`src/rtl/hazard_fwd_ctrl.sv`:
```
// hazard_fwd_ctrl: operand forwarding, load-use bubbles and memory-wait freeze for the 5-stage core
// Optional build macro WB_BYPASS_EN adds a writeback bypass register reported as fwd_sel 2'b11
module hazard_fwd_ctrl #(
  parameter int REG_ADDR_W = 5,
  parameter int NUM_SRC    = 2,
  parameter int WAIT_CNT_W = 4,
  parameter int PERF_CNT_W = 16
) (
  input  logic                          clk,
  input  logic                          rst_n,
  input  logic                          id_valid,
  input  logic [NUM_SRC*REG_ADDR_W-1:0] id_rs,
  input  logic [NUM_SRC*REG_ADDR_W-1:0] ex_rs,
  input  logic [REG_ADDR_W-1:0]         ex_rd,
  input  logic                          ex_reg_write,
  input  logic                          ex_mem_read,
  input  logic [REG_ADDR_W-1:0]         mem_rd,
  input  logic                          mem_reg_write,
  input  logic                          mem_busy,
  input  logic [REG_ADDR_W-1:0]         wb_rd,
  input  logic                          wb_reg_write,
  output logic [2*NUM_SRC-1:0]          fwd_sel,
  output logic                          stall_pc,
  output logic                          stall_if_id,
  output logic                          bubble_id_ex,
  output logic                          stall_ex_mem,
  output logic                          timeout_err,
  output logic [PERF_CNT_W-1:0]         lu_stall_cnt
);
  typedef enum logic {RUN, MEM_WAIT} state_t;
  state_t                state_q, state_d;
  logic [WAIT_CNT_W-1:0] wait_cnt_q, wait_cnt_d;
  logic                  timeout_q, timeout_d;
  logic [PERF_CNT_W-1:0] lu_cnt_q, lu_cnt_d;
  logic                  lu;
`ifdef WB_BYPASS_EN
  logic [REG_ADDR_W-1:0] bp_rd_q, bp_rd_d;
  logic                  bp_valid_q, bp_valid_d;
`endif
  // per-operand forwarding select, nearest producer wins
  always_comb begin
    fwd_sel = '0;
    for (int j = 0; j < NUM_SRC; j++) begin
      fwd_sel[2*j +: 2] =
        (mem_reg_write && mem_rd != '0 && mem_rd == ex_rs[j*REG_ADDR_W +: REG_ADDR_W]) ? 2'b10 :
        (wb_reg_write && wb_rd != '0 && wb_rd == ex_rs[j*REG_ADDR_W +: REG_ADDR_W]) ? 2'b01 :
`ifdef WB_BYPASS_EN
        (bp_valid_q && bp_rd_q == ex_rs[j*REG_ADDR_W +: REG_ADDR_W]) ? 2'b11 :
`endif
        2'b00;
    end
  end
  // load in ID/EX feeding any ID source operand
  always_comb begin
    lu = 1'b0;
    for (int j = 0; j < NUM_SRC; j++)
      lu = lu | (ex_rd == id_rs[j*REG_ADDR_W +: REG_ADDR_W]);
    lu = lu && id_valid && ex_mem_read && ex_reg_write && ex_rd != '0;
  end
  // freeze/bubble control, wait watchdog and perf counter next-state
  always_comb begin
    state_d      = state_q;
    wait_cnt_d   = wait_cnt_q;
    stall_pc     = 1'b0;
    stall_if_id  = 1'b0;
    bubble_id_ex = 1'b0;
    stall_ex_mem = 1'b0;
    if (mem_busy) begin
      state_d      = MEM_WAIT;
      wait_cnt_d   = (state_q == RUN) ? WAIT_CNT_W'(1) : (&wait_cnt_q ? wait_cnt_q : wait_cnt_q + 1'b1);
      stall_pc     = 1'b1;
      stall_if_id  = 1'b1;
      stall_ex_mem = 1'b1;
    end else begin
      state_d      = RUN;
      wait_cnt_d   = '0;
      stall_pc     = lu;
      stall_if_id  = lu;
      bubble_id_ex = lu;
    end
    timeout_d = timeout_q | (mem_busy && &wait_cnt_d);
    lu_cnt_d  = (bubble_id_ex && !(&lu_cnt_q)) ? lu_cnt_q + 1'b1 : lu_cnt_q;
  end
`ifdef WB_BYPASS_EN
  // remember the last retired destination while the back end is moving
  always_comb begin
    bp_valid_d = bp_valid_q | (wb_reg_write && wb_rd != '0 && !stall_ex_mem);
    bp_rd_d    = (wb_reg_write && wb_rd != '0 && !stall_ex_mem) ? wb_rd : bp_rd_q;
  end
  // bypass register
  always_ff @(posedge clk or negedge rst_n)
    if (!rst_n) begin
      bp_valid_q <= 1'b0;
      bp_rd_q    <= '0;
    end else begin
      bp_valid_q <= bp_valid_d;
      bp_rd_q    <= bp_rd_d;
    end
`endif
  // state, watchdog and counter registers
  always_ff @(posedge clk or negedge rst_n)
    if (!rst_n) begin
      state_q    <= RUN;
      wait_cnt_q <= '0;
      timeout_q  <= 1'b0;
      lu_cnt_q   <= '0;
    end else begin
      state_q    <= state_d;
      wait_cnt_q <= wait_cnt_d;
      timeout_q  <= timeout_d;
      lu_cnt_q   <= lu_cnt_d;
    end
  assign timeout_err  = timeout_q;
  assign lu_stall_cnt = lu_cnt_q;
endmodule

```
`config.mk`:
```
export PLATFORM = sky130hd
export DESIGN_NAME = hazard_fwd_ctrl
export DESIGN_NICKNAME = d
export VERILOG_FILES = /design/src/rtl/hazard_fwd_ctrl.sv
export SDC_FILE = /design/constraint.sdc
export NUM_CORES = 1
export LEC_CHECK = 0
export CAP_MARGIN = 0
export CORE_ASPECT_RATIO = 2
export CORE_MARGIN = 5
export CORE_UTILIZATION = 45
export DETAILED_ROUTE_END_ITERATION = 10
export PLACE_DENSITY = 0.9
export SYNTH_ARGS = -nofsm -noshare
export SYNTH_HDL_FRONTEND = slang
export SYNTH_SLANG_ARGS = --single-unit
```
`constraint.sdc`:
```
create_clock -name clk -period 3.82 [get_ports clk]
set_clock_uncertainty 0.1 [all_clocks]
set_input_delay 0.573 -clock clk [delete_from_list [all_inputs] [get_ports clk]]
set_output_delay 0.573 -clock clk [all_outputs]
set_load 0.02 [all_outputs]
```
Yosys cells after proc, flatten, opt, wreduce, memory -nomap -nowiden --
Cells that the tools add are included.
Storage, ports and cells: output and inout port bits 25, register bits after elaboration 22, input bits 43
Cells by class: bitwise operators 2, mux-type cells 10, reductions and logical operators 19, $add $sub $neg 2, eq/ne operators 6
Operator list (count):
- == test 5 bit | 6
- adder 16 x 1 -> 16 bit (second input constant) | 1
- AND reduction 16 bit | 1
- nonzero test 5 bit | 3
- logical AND 1 bit | 12
- 2-to-1 mux 4 bit | 3
- AND reduction 4 bit | 2
- 2-to-1 mux 1 bit | 5
- adder 4 x 1 -> 4 bit (second input constant) | 1
- 2-to-1 mux 2 bit | 2
- OR 1 bit | 2
- zero test 1 bit | 1

Longest topological paths before layout --
Gate-level depths: netlist of run 1.
word-level depth 8, mapped depth 6, mapped depth without buffers 6

Worst setup path before layout of run 1 --
Ideal clock, no wire load.
kind in2out, start input port mem_rd[1], end output port fwd_sel[0], stages on the path 4, path slack 1013 ps, buffers on the path 0, data arrival time 2134 ps, required time 3147 ps, path through or4_1 > o21ai_1 > nor4_1 > nor4_1
Between the ends: cells in the longest elaborated chain, start to end 4
RTL lines:
- start: declaration | RTL line 17 | input logic [REG_ADDR_W-1:0] mem_rd,
- nonzero test 5 bit | RTL line 45 | (mem_reg_write && mem_rd != '0 && mem_rd == ex_rs[j*REG_ADDR_W +: REG_ADDR_W]) ? 2'b10 :
- logical AND 1 bit | RTL line 45
- logical AND 1 bit (*) | RTL line 45
- 2-to-1 mux 2 bit (*) | RTL line 45
- end: declaration | RTL line 22 | output logic [2*NUM_SRC-1:0] fwd_sel,
Every way passes the cells marked *; elsewhere a longest branch is shown, timed or not.

Final worst setup path of run 1 --
Ends and elaborated chain as after synthesis.

==> summary.md, run 1 <==
| Metric | Value |
|---|---|
| Place WS | 338 ps |
| Final Max Tran Viols | 0 |
| Ports | 68 |
| Reg power frac | 47.2% |
| Slew margin rel. | 34.3% |
| Routed Antenna Nets | 0 |
| Startpoint Class | input port |
| Fraction of layout cells with a size suffix above 1 | 6.58% |
| CTS tree | done |
| Setup bufs post-CTS | 0 |
| Setup_tns | 0 ps |
| CTS root buf | clkbuf_8 |
| Crit-path max FO | 3 |
| Cts-stage hold buffer count | 0 |
| Pint | 385 uW |
| Final HPWL DP | 3710 um |
| Sequential share of the synthesized area | 35.5% |
| MaxCap Viol Count | 0 |
| VDD IR max | 133 uV |
| Final wirelength | 4360 um |
| Register bit total from synthesis | 22 |
| Crit path kind | in -> out |
| Endpoints failing setup | 0 |
| Worst slew pin tran | 982 ps |
| Run status | finished clean |
| Clk_lat worst skew | 260 ps |
| Worst endpoint required time | 3150 ps |
| DRT iter0 DRCs | 17 |
| PnR worst setup slack | 323 ps |
| First-pass GRT wire length | 6960 um |
| Tmin final | 3500 ps |
| Input/output buffers | 67 |
| # DRC | 0 |
| DR WL/cell | 16.8 um |
| Max frequency | 286 MHz |
| RSZ-0062 raised after global routing | false |
| Post-Syn Area | 1550 um2 |
| Hold WC Path Type | reg -> reg |
| Netlist cell types | 38 |
| Syn_nets | 205 |
| Clock-pin slew on the worst setup and hold paths | 70 ps |
| CTS Buf Count | 3 |
| Final hold viol count | 0 |
| Inserted Diodes | 0 |
| H-tree Lvls | 1 |
| Psw | 135 uW |
| Post-Syn Instances | 160 |
| Critical Path AT | 2820 ps |
| Total Routing Usage GR | 19.2% |
| Sw Ratio | 25.9% |
| Final Cycle Share | 91.5% |
| Grt ovf | 0 |
| Vias per cell | 5.86 |
| Largest net degree at the start of global routing | 23 |
| Clock Sinks | 22 |
| Die W | 51.5 um |
| CORE AREA | 3380 um2 |
| Power Density | 227 nW/um2 |
| Post-CTS sizing | 0 |
| Post-Syn Area per Cell | 9.70 um2 |
| Comb pwr share | 26.2% |
| Die Area | 4790 um2 |
| Starting density of the core | 45.9% |
| Leakage | 0.868 nW |
| Num rows | 30 |
| Crit. End Element | output port |
| Initial antenna violation count | 0 |
| Clock buffer depth | 2 |
| Number of global-route vias before repair | 1644 |
| Die height | 93.0 um |
| Yosys warns | 0 |
| Layout Nets | 275 |
| P&R area growth vs syn | 47.7% |
| GP Congestion | 0.907 |
| First-pass DRT Iterations | 4 |
| Clk pwr share | 26.6% |
| Vias | 1523 |
-- final cells by class --
cell class,count,area [um2]
clock buffers,3,41.3
repair buffers,68,678
multi-input cells,135,981
flip-flops and latches,22,551
well taps,32,40.0
fillers,268,1090
-- sequential cells by signal (all words and copies together) (netlist names) --
name,flops
state_q,1
lu_stall_cnt,16
timeout_err,1
wait_cnt_q,4
-- cells by family (layout without fill, tap and decap cells) --
| kind of cell | count (synthesis) | count (layout) | share of synthesized area (%) |
|---|---|---|---|
| xor gates and xnor gates | 44 | 44 | 24.8 |
| muxes | 4 | 4 | 2.98 |
| DFF | 22 | 22 | 35.5 |
| buffers and inverters | 3 | 71 | 1.29 |
| and+or+nand+nor | 72 | 72 | 26.3 |
| adders and majority gates | 2 | 2 | 1.61 |
| AOI/OAI and AO/OA | 13 | 13 | 7.50 |
-- layer usage --
layer / routed length, um / vias up / track usage (%)
met4: 209 / 0 / 11.4
li1: - / 706 / -
met2: 2470 / 92 / 37.8
met1: 1320 / 710 / 16.4
met5: 0 / - / 0
met3: 355 / 15 / 3.67
-- synth_stat cells --
master	instances	share of area (%)
buf_2	1	0.32
nand4b_1	1	0.56
and4_1	2	1.1
xnor2_1	30	17
dfrtp_1	22	35
a31oi_1	1	0.40
nor4_1	7	2.8
nor2_1	7	1.7
nand3_1	18	5.8
nand2_2	1	0.40
nor4_2	1	0.81
a211o_4	1	1.1
a21boi_0	1	0.48
a21o_1	1	0.48
or4_4	1	0.73
a31o_2	1	0.56
o22ai_4	1	1.3
nand2_1	14	3.4
nor3_2	1	0.65
o21ai_1	2	0.65
nor2_4	1	0.73
and3_1	4	1.6
or4_1	4	1.9
nand3_2	1	0.65
buf_4	2	0.97
nor3_1	3	0.97
ha_1	2	1.6
or2_1	1	0.40
o21a_1	1	0.48
a21oi_4	1	1.0
mux2_1	1	0.73
mux2_4	1	0.97
nor2b_1	1	0.40
mux2i_1	2	1.3
nand2b_1	1	0.40
nand4_1	3	1.2
a21oi_1	3	0.97
xor2_1	14	7.9
-- power by group through the flow --
stage | Clock (mW) | Sequential (mW) | Combinational, mW
global placement | 0 | 0.249 | 0.134
global route | 0.151 | 0.247 | 0.146
floorplan | 0 | 0.253 | 0.0519
detailed placement | 0 | 0.249 | 0.137
finish | 0.138 | 0.245 | 0.136
CTS | 0.143 | 0.245 | 0.138
-- metrics by stage --
step           std cells  area [um2]  hold WS, ps  power [mW]  utilization, %
6_report             260        2290          385       0.520            67.8
5_1_grt              260        2290          405       0.544            67.8
4_1_cts              260        2290          388       0.526            67.8
3_5_place_dp         257        2250          372       0.387            66.6
3_3_place_gp         257        2250          362       0.383            66.6
2_1_floorplan        160        1550          177       0.305               -
-- path summary, 6_finish.rpt --
check | start | end | slack (ps) | cells after the start
max | mem_rd[1] | fwd_sel[0] | 320 | 6
min | timeout_err | timeout_err | 390 | 1
min in group asynchronous | rst_n | wait_cnt_q[2] | 750 | 1
min reg2reg | timeout_err | timeout_err | 390 | 1
max in group asynchronous | rst_n | lu_stall_cnt[0] | 2270 | 1
max reg2reg | lu_stall_cnt[0] | lu_stall_cnt[1] | 1910 | 6
-- critical path, stage by stage --
cell and delay [ps]:
clkdlybuf4s50_1 480, or4_1 540, o21ai_1 160, nor4_1 110, nor4_1 300, clkdlybuf4s50_1 660
-- cell usage in the layout, fill, tap and decap left out, types with 2 or more instances in the layout --
cell             Yosys  routed
a21oi_1              3       3
and3_1               4       4
and4_1               2       2
clkbuf_8             0       3
clkdlybuf4s50_1      0      67
dfrtp_1             22      22
ha_1                 2       2
mux2i_1              2       2
nand2_1             14      14
nand3_1             18      18
nand4_1              3       3
nor2_1               7       7
nor3_1               3       3
nor4_1               7       7
o21ai_1              2       2
or4_1                4       4
xnor2_1             30      30
xor2_1              14      14
Power figures use the tool's default switching activity.
==> inputs of run 2 (changes only) <==
--- a/config.mk
+++ b/config.mk
@@ -11,6 +11,7 @@
 export CORE_UTILIZATION = 45
 export DETAILED_ROUTE_END_ITERATION = 10
 export PLACE_DENSITY = 0.9
+export SKIP_LAST_GASP = 1
 export SYNTH_ARGS = -nofsm -noshare
 export SYNTH_HDL_FRONTEND = slang
 export SYNTH_SLANG_ARGS = --single-unit
==> results of run 2 <==
Same layout as run 1: the final DEF is identical, and so are final timing and power.
